[src/rtl/pwm_clkgen_pkg.sv]
// Shared reset defaults and channel configuration type for the PWM clock generator.
// Config fields are sized for the widest supported counter; channels use the low CNT_W bits.
package pwm_clkgen_pkg;

    localparam int CFG_W      = 16;
    localparam int RST_PERIOD = 1;
    localparam int RST_HIGH   = 1;

    typedef struct packed {
        logic [CFG_W-1:0] period;
        logic [CFG_W-1:0] high;
    } ch_cfg_t;

    localparam ch_cfg_t RST_CFG = '{period: CFG_W'(RST_PERIOD), high: CFG_W'(RST_HIGH)};

endpackage

[src/rtl/pwm_clkgen_ch.sv]
// One PWM channel: period counter, shadow/active config, registered clk_out/tick (1 cycle from en).
// Holds at most one pending write; the top deasserts ready while it waits for the period wrap.
module pwm_clkgen_ch
    import pwm_clkgen_pkg::*;
#(
    parameter int CNT_W = 8
) (
    input  logic    clk_i,
    input  logic    rst_i,
    input  logic    en_i,
    input  logic    wr_i,
    input  ch_cfg_t wr_cfg_i,
    output logic    pending_o,
    output logic    clk_out_o,
    output logic    tick_o
);

    logic [CNT_W-1:0] cnt_q, cnt_d;
    ch_cfg_t          act_q, act_d;
    ch_cfg_t          shd_q, shd_d;
    logic             pend_q, pend_d;
    logic             clk_out_q, clk_out_d;
    logic             tick_q, tick_d;

    logic [CFG_W-1:0] cnt_ext;
    logic             wrap;
    logic             apply;

    assign cnt_ext = CFG_W'(cnt_q);
    assign wrap    = (cnt_ext == act_q.period);
    // Swapping only at the wrap (or while idle) keeps every running period whole.
    assign apply   = pend_q && (!en_i || wrap);

    always_comb begin
        cnt_d     = '0;
        act_d     = act_q;
        shd_d     = shd_q;
        pend_d    = pend_q;
        clk_out_d = 1'b0;
        tick_d    = 1'b0;
        if (en_i) begin
            clk_out_d = (cnt_ext < act_q.high);
            tick_d    = (cnt_q == '0);
            cnt_d     = wrap ? '0 : cnt_q + 1'b1;
        end
        if (apply) begin
            act_d  = shd_q;
            pend_d = 1'b0;
        end
        if (wr_i) begin
            shd_d  = wr_cfg_i;
            pend_d = 1'b1;
        end
    end

    always_ff @(posedge clk_i) begin
        if (rst_i) begin
            cnt_q     <= '0;
            act_q     <= RST_CFG;
            shd_q     <= RST_CFG;
            pend_q    <= 1'b0;
            clk_out_q <= 1'b0;
            tick_q    <= 1'b0;
        end else begin
            cnt_q     <= cnt_d;
            act_q     <= act_d;
            shd_q     <= shd_d;
            pend_q    <= pend_d;
            clk_out_q <= clk_out_d;
            tick_q    <= tick_d;
        end
    end

    assign pending_o = pend_q;
    assign clk_out_o = clk_out_q;
    assign tick_o    = tick_q;

endmodule

[src/rtl/pwm_clkgen.sv]
// Multi-channel PWM/clock generator top: config write decode and per-channel ready mux.
// Outputs 1 cycle after en; cfg_ready is low while the addressed channel holds an unapplied write.
module pwm_clkgen
    import pwm_clkgen_pkg::*;
#(
    parameter  int NUM_CH = 4,
    parameter  int CNT_W  = 8,
    localparam int CH_W   = (NUM_CH > 1) ? $clog2(NUM_CH) : 1
) (
    input  logic              clk,
    input  logic              rst,
    input  logic [NUM_CH-1:0] en,
    input  logic              cfg_valid,
    output logic              cfg_ready,
    input  logic [CH_W-1:0]   cfg_ch,
    input  logic [CNT_W-1:0]  cfg_period,
    input  logic [CNT_W-1:0]  cfg_high,
    output logic [NUM_CH-1:0] clk_out,
    output logic [NUM_CH-1:0] tick
);

    logic [NUM_CH-1:0] pending;
    logic              ch_ok;
    logic              wr_vld;
    ch_cfg_t           wr_cfg;

    // Out-of-range channels always look ready so their writes drain and are dropped.
    assign ch_ok     = ({1'b0, cfg_ch} < (CH_W+1)'(NUM_CH));
    assign cfg_ready = ch_ok ? !pending[cfg_ch] : 1'b1;
    assign wr_vld    = cfg_valid && cfg_ready && ch_ok;

    always_comb begin
        wr_cfg        = '0;
        wr_cfg.period = CFG_W'(cfg_period);
        wr_cfg.high   = CFG_W'(cfg_high);
    end

    for (genvar i = 0; i < NUM_CH; i++) begin : g_ch
        pwm_clkgen_ch #(.CNT_W(CNT_W)) u_ch (
            .clk_i     (clk),
            .rst_i     (rst),
            .en_i      (en[i]),
            .wr_i      (wr_vld && (cfg_ch == CH_W'(i))),
            .wr_cfg_i  (wr_cfg),
            .pending_o (pending[i]),
            .clk_out_o (clk_out[i]),
            .tick_o    (tick[i])
        );
    end

endmodule

[config.mk]
export PLATFORM = sky130hd
export DESIGN_NAME = pwm_clkgen
export DESIGN_NICKNAME = d
export VERILOG_FILES = /design/src/rtl/pwm_clkgen_pkg.sv /design/src/rtl/pwm_clkgen_ch.sv /design/src/rtl/pwm_clkgen.sv
export SDC_FILE = /design/constraint.sdc
export NUM_CORES = 1
export LEC_CHECK = 0
export CAP_MARGIN = 20
export CORE_UTILIZATION = 50
export CTS_CLUSTER_DIAMETER = 60
export CTS_CLUSTER_SIZE = 8
export DETAILED_ROUTE_END_ITERATION = 6
export HOLD_SLACK_MARGIN = 0.15
export PLACE_DENSITY = 0.8
export SYNTH_ARGS = -nofsm -noshare
export SYNTH_HDL_FRONTEND = slang
export SYNTH_SLANG_ARGS = --single-unit
[constraint.sdc]
create_clock -name clk -period 3.4 [get_ports clk]
set_input_delay 0.34 -clock clk [delete_from_list [all_inputs] [get_ports clk]]
set_output_delay 0.34 -clock clk [all_outputs]
set_load 0.02 [all_outputs]
==> results.json <==
{
  "status": "finished, final reports clean",
  "crit_arrival_ns": 2.36,
  "finalNonFillerCells": 1109,
  "diodes": 0,
  "numCtsBuffers": 17,
  "dieHeight_um": 126,
  "min_path_type": "flop to flop",
  "endpoint_kind": "primary output",
  "path_class": "flop to primary output",
  "area_growth_pct": 11.7,
  "max_freq_mhz": 370,
  "worstReg2RegEnd": "g_ch[2].u_ch.act_q[1]$_SDFFE_PP0P_",
  "dp_hpwl_mm": 10.9,
  "final_antenna_net_count": 0,
  "antenna_found_initial": 0,
  "overflow": 0,
  "drive_gt1_share_pct": 7.14,
  "insertion_delay_ns": 0.43,
  "setup_viol": 0,
  "first_pass_iters": 5,
  "seq_area_frac_synth_pct": 44.9,
  "drc_errors": 0,
  "syn_inst": 912,
  "ys_warn_count": 0,
  "fillers": 1317,
  "clk_pin_slew_ns": 0.06,
  "placed_area_um2": 7950,
  "initial_core_util_pct": 52.0,
  "dieArea_um2": 15900,
  "r2r_slack_ns": 1.46,
  "synth_cell_types": 38,
  "leakagePower_nw": 3.24,
  "core_area_um2": 14800,
  "final.setup.tns_ns": 0,
  "reg2reg_from": "g_ch[2].u_ch.cnt_q[2]$_SDFF_PP0_",
  "post-route-util_pct": 58.1,
  "fin_crit_sh_pct": 79.4,
  "placed_cells": 1077,
  "setup_ws_ns": 0.700,
  "cts_hold_buf": 0,
  "grt_pass1_wl_mm": 27.8,
  "num_rows": 44,
  "fin_nets": 974,
  "worstPathMaxFanout": 20,
  "fin_hold_ws_ns": 0.455,
  "portBuffers": 33,
  "relSlewSlack_pct": 35.7,
  "cts_root_buffer": "clkbuf_16",
  "syn-num-nets": 973,
  "hold_start": "g_ch[3].u_ch.shd_q[20]$_SDFFE_PP0P_",
  "vdd_drop_max_uv": 361,
  "cts_htree_levels": 4,
  "grt_pass1_vias": 5828,
  "worstMarginPinSlew_ns": 0.959,
  "finClkSkew_ns": 0.00795,
  "critPathLaunchType": "flop",
  "cp.required_ns": 3.06,
  "cts_tree": "done",
  "globalplace.congestion": 0.808,
  "hold_depth": 2,
  "post_cts_buffers": 0,
  "synth.avg_cell_area_um2": 8.42,
  "grt_usage_pct": 21.9,
  "clock_path_buffers": 2,
  "synth_area_um2": 7680,
  "layout_min_cycle_time_ns": 2.70,
  "place_ws_ns": 1.07,
  "final_area_um2": 8580,
  "drtIter0Drc": 419,
  "ys_ff_latch": 172,
  "rsz0062_at_grt": "false",
  "cts_resized": 0,
  "slew_viol_final": 0,
  "grt_max_degree": 86,
  "io_pins": 34,
  "whs_endpoint": "g_ch[3].u_ch.shd_q[20]$_SDFFE_PP0P_",
  "wirelength_mm": 16.5,
  "p_total_mw": 4.43,
  "routedWlPerCell_um": 14.9,
  "power_density_nw_per_um2": 516,
  "reg2reg_depth": 5,
  "hold_violations": 0,
  "via_count": 6089,
  "clkSinkCount": 172,
  "viasPerCell": 5.49,
  "maxCapViolCount": 0,
  "die_width_um": 126
}
-- cells by family (layout without fill, tap and decap cells) --
| family | count (synthesis) | after routing | share of synthesized area, % |
|---|---|---|---|
| AO/OA/AOI/OAI | 215 | 215 | 15.3 |
| flip-flops | 172 | 172 | 44.9 |
| adder cells (fa/ha/maj) | 36 | 36 | 5.87 |
| buffers and inverters | 104 | 117 | 6.57 |
| XOR/XNOR | 56 | 56 | 6.39 |
| AND/OR/NAND/NOR | 329 | 329 | 21.0 |
-- Yosys cell counts, drive strengths merged --
master / n / share of area [%]
buf: 34 / 3.1
a21oi: 120 / 7.8
xor2: 52 / 5.9
nor4: 12 / 1.6
nand4: 8 / 0.65
a211oi: 4 / 0.39
clkbuf: 22 / 1.1
inv: 48 / 2.3
a21o: 4 / 0.41
a21boi: 8 / 0.98
dfxtp: 172 / 45
or4b: 4 / 0.52
and3: 10 / 0.83
nand3: 86 / 5.7
nand2: 130 / 6.4
a21bo: 4 / 0.85
o21ai: 75 / 4.9
nor3: 6 / 0.52
or3: 6 / 0.49
nor2: 45 / 2.2
nand2b: 5 / 0.41
ha: 36 / 5.9
nand3b: 16 / 1.6
xnor2: 4 / 0.46
nor2b: 1 / 0.082
-- worst max-delay path: stages, from the launching register on --
cell	delay, ns
dfxtp_1	0.75
inv_2	0.27
o21ai_0	0.25
o21ai_0	0.11
clkdlybuf4s50_1	0.55
-- where the power goes --
group          internal (mW)  total (mW)  switching, mW
Combinational          0.115       0.322          0.207
Clock                   1.17        2.01          0.842
Sequential              2.06        2.09         0.0333
-- metal layers --
metal | GRT usage, % | vias to the layer above | wire [um]
met5 | 0 | - | 0
met4 | 9.28 | 0 | 507
li1 | - | 3099 | -
met1 | 26.4 | 2812 | 7180
met3 | 5.06 | 37 | 801
met2 | 37.5 | 141 | 7990
-- sequential cells by signal, summed over array words and instances (netlist names) --
register             flops
g_ch.u_ch.tick_o         4
g_ch.u_ch.clk_out_o      4
g_ch.u_ch.pending_o      4
g_ch.u_ch.act_q         64
g_ch.u_ch.cnt_q         32
g_ch.u_ch.shd_q         64
-- cell type report --
type | count | area (um2) | area share (%)
clock inverters | 14 | 186 | 2.17
clock buffers | 17 | 425 | 4.96
inverters | 48 | 180 | 2.10
well taps | 184 | 230 | 2.68
multi-input cells | 636 | 3730 | 43.5
flip-flops and latches | 172 | 3440 | 40.1
repair buffers | 38 | 382 | 4.45
-- layout by cell type, fill, tap and decap left out, drive strengths merged --
master,count
a211oi,4
a21bo,4
a21boi,8
a21o,4
a21oi,120
and3,10
buf,6
bufinv,3
clkbuf,17
clkdlybuf4s50,32
clkinv,5
clkinvlp,1
dfxtp,172
ha,36
inv,53
nand2,130
nand2b,5
nand3,86
nand3b,16
nand4,8
nor2,45
nor2b,1
nor3,6
nor4,12
o21ai,75
or3,6
or4b,4
xnor2,4
xor2,52
-- worst max-delay path by stage --
| stage | from | endpoint | slack [ns] | cells past startpoint |
|---|---|---|---|---|
| floorplan | g_ch[3].u_ch.cnt_q[3]$_SDFF_PP0_ | g_ch[3].u_ch.act_q[1]$_SDFFE_PP0P_ | 1.85 | 6 |
| global placement | cfg_ch[1] | cfg_ready | 1.10 | 5 |
| detailed placement | cfg_ch[1] | cfg_ready | 1.07 | 5 |
| CTS | g_ch[0].u_ch.pending_o$_SDFFE_PP0P_ | cfg_ready | 0.70 | 4 |
| global route | g_ch[0].u_ch.pending_o$_SDFFE_PP0P_ | cfg_ready | 0.56 | 4 |
| finish | g_ch[0].u_ch.pending_o$_SDFFE_PP0P_ | cfg_ready | 0.70 | 4 |
Power figures use the tool's default switching activity.
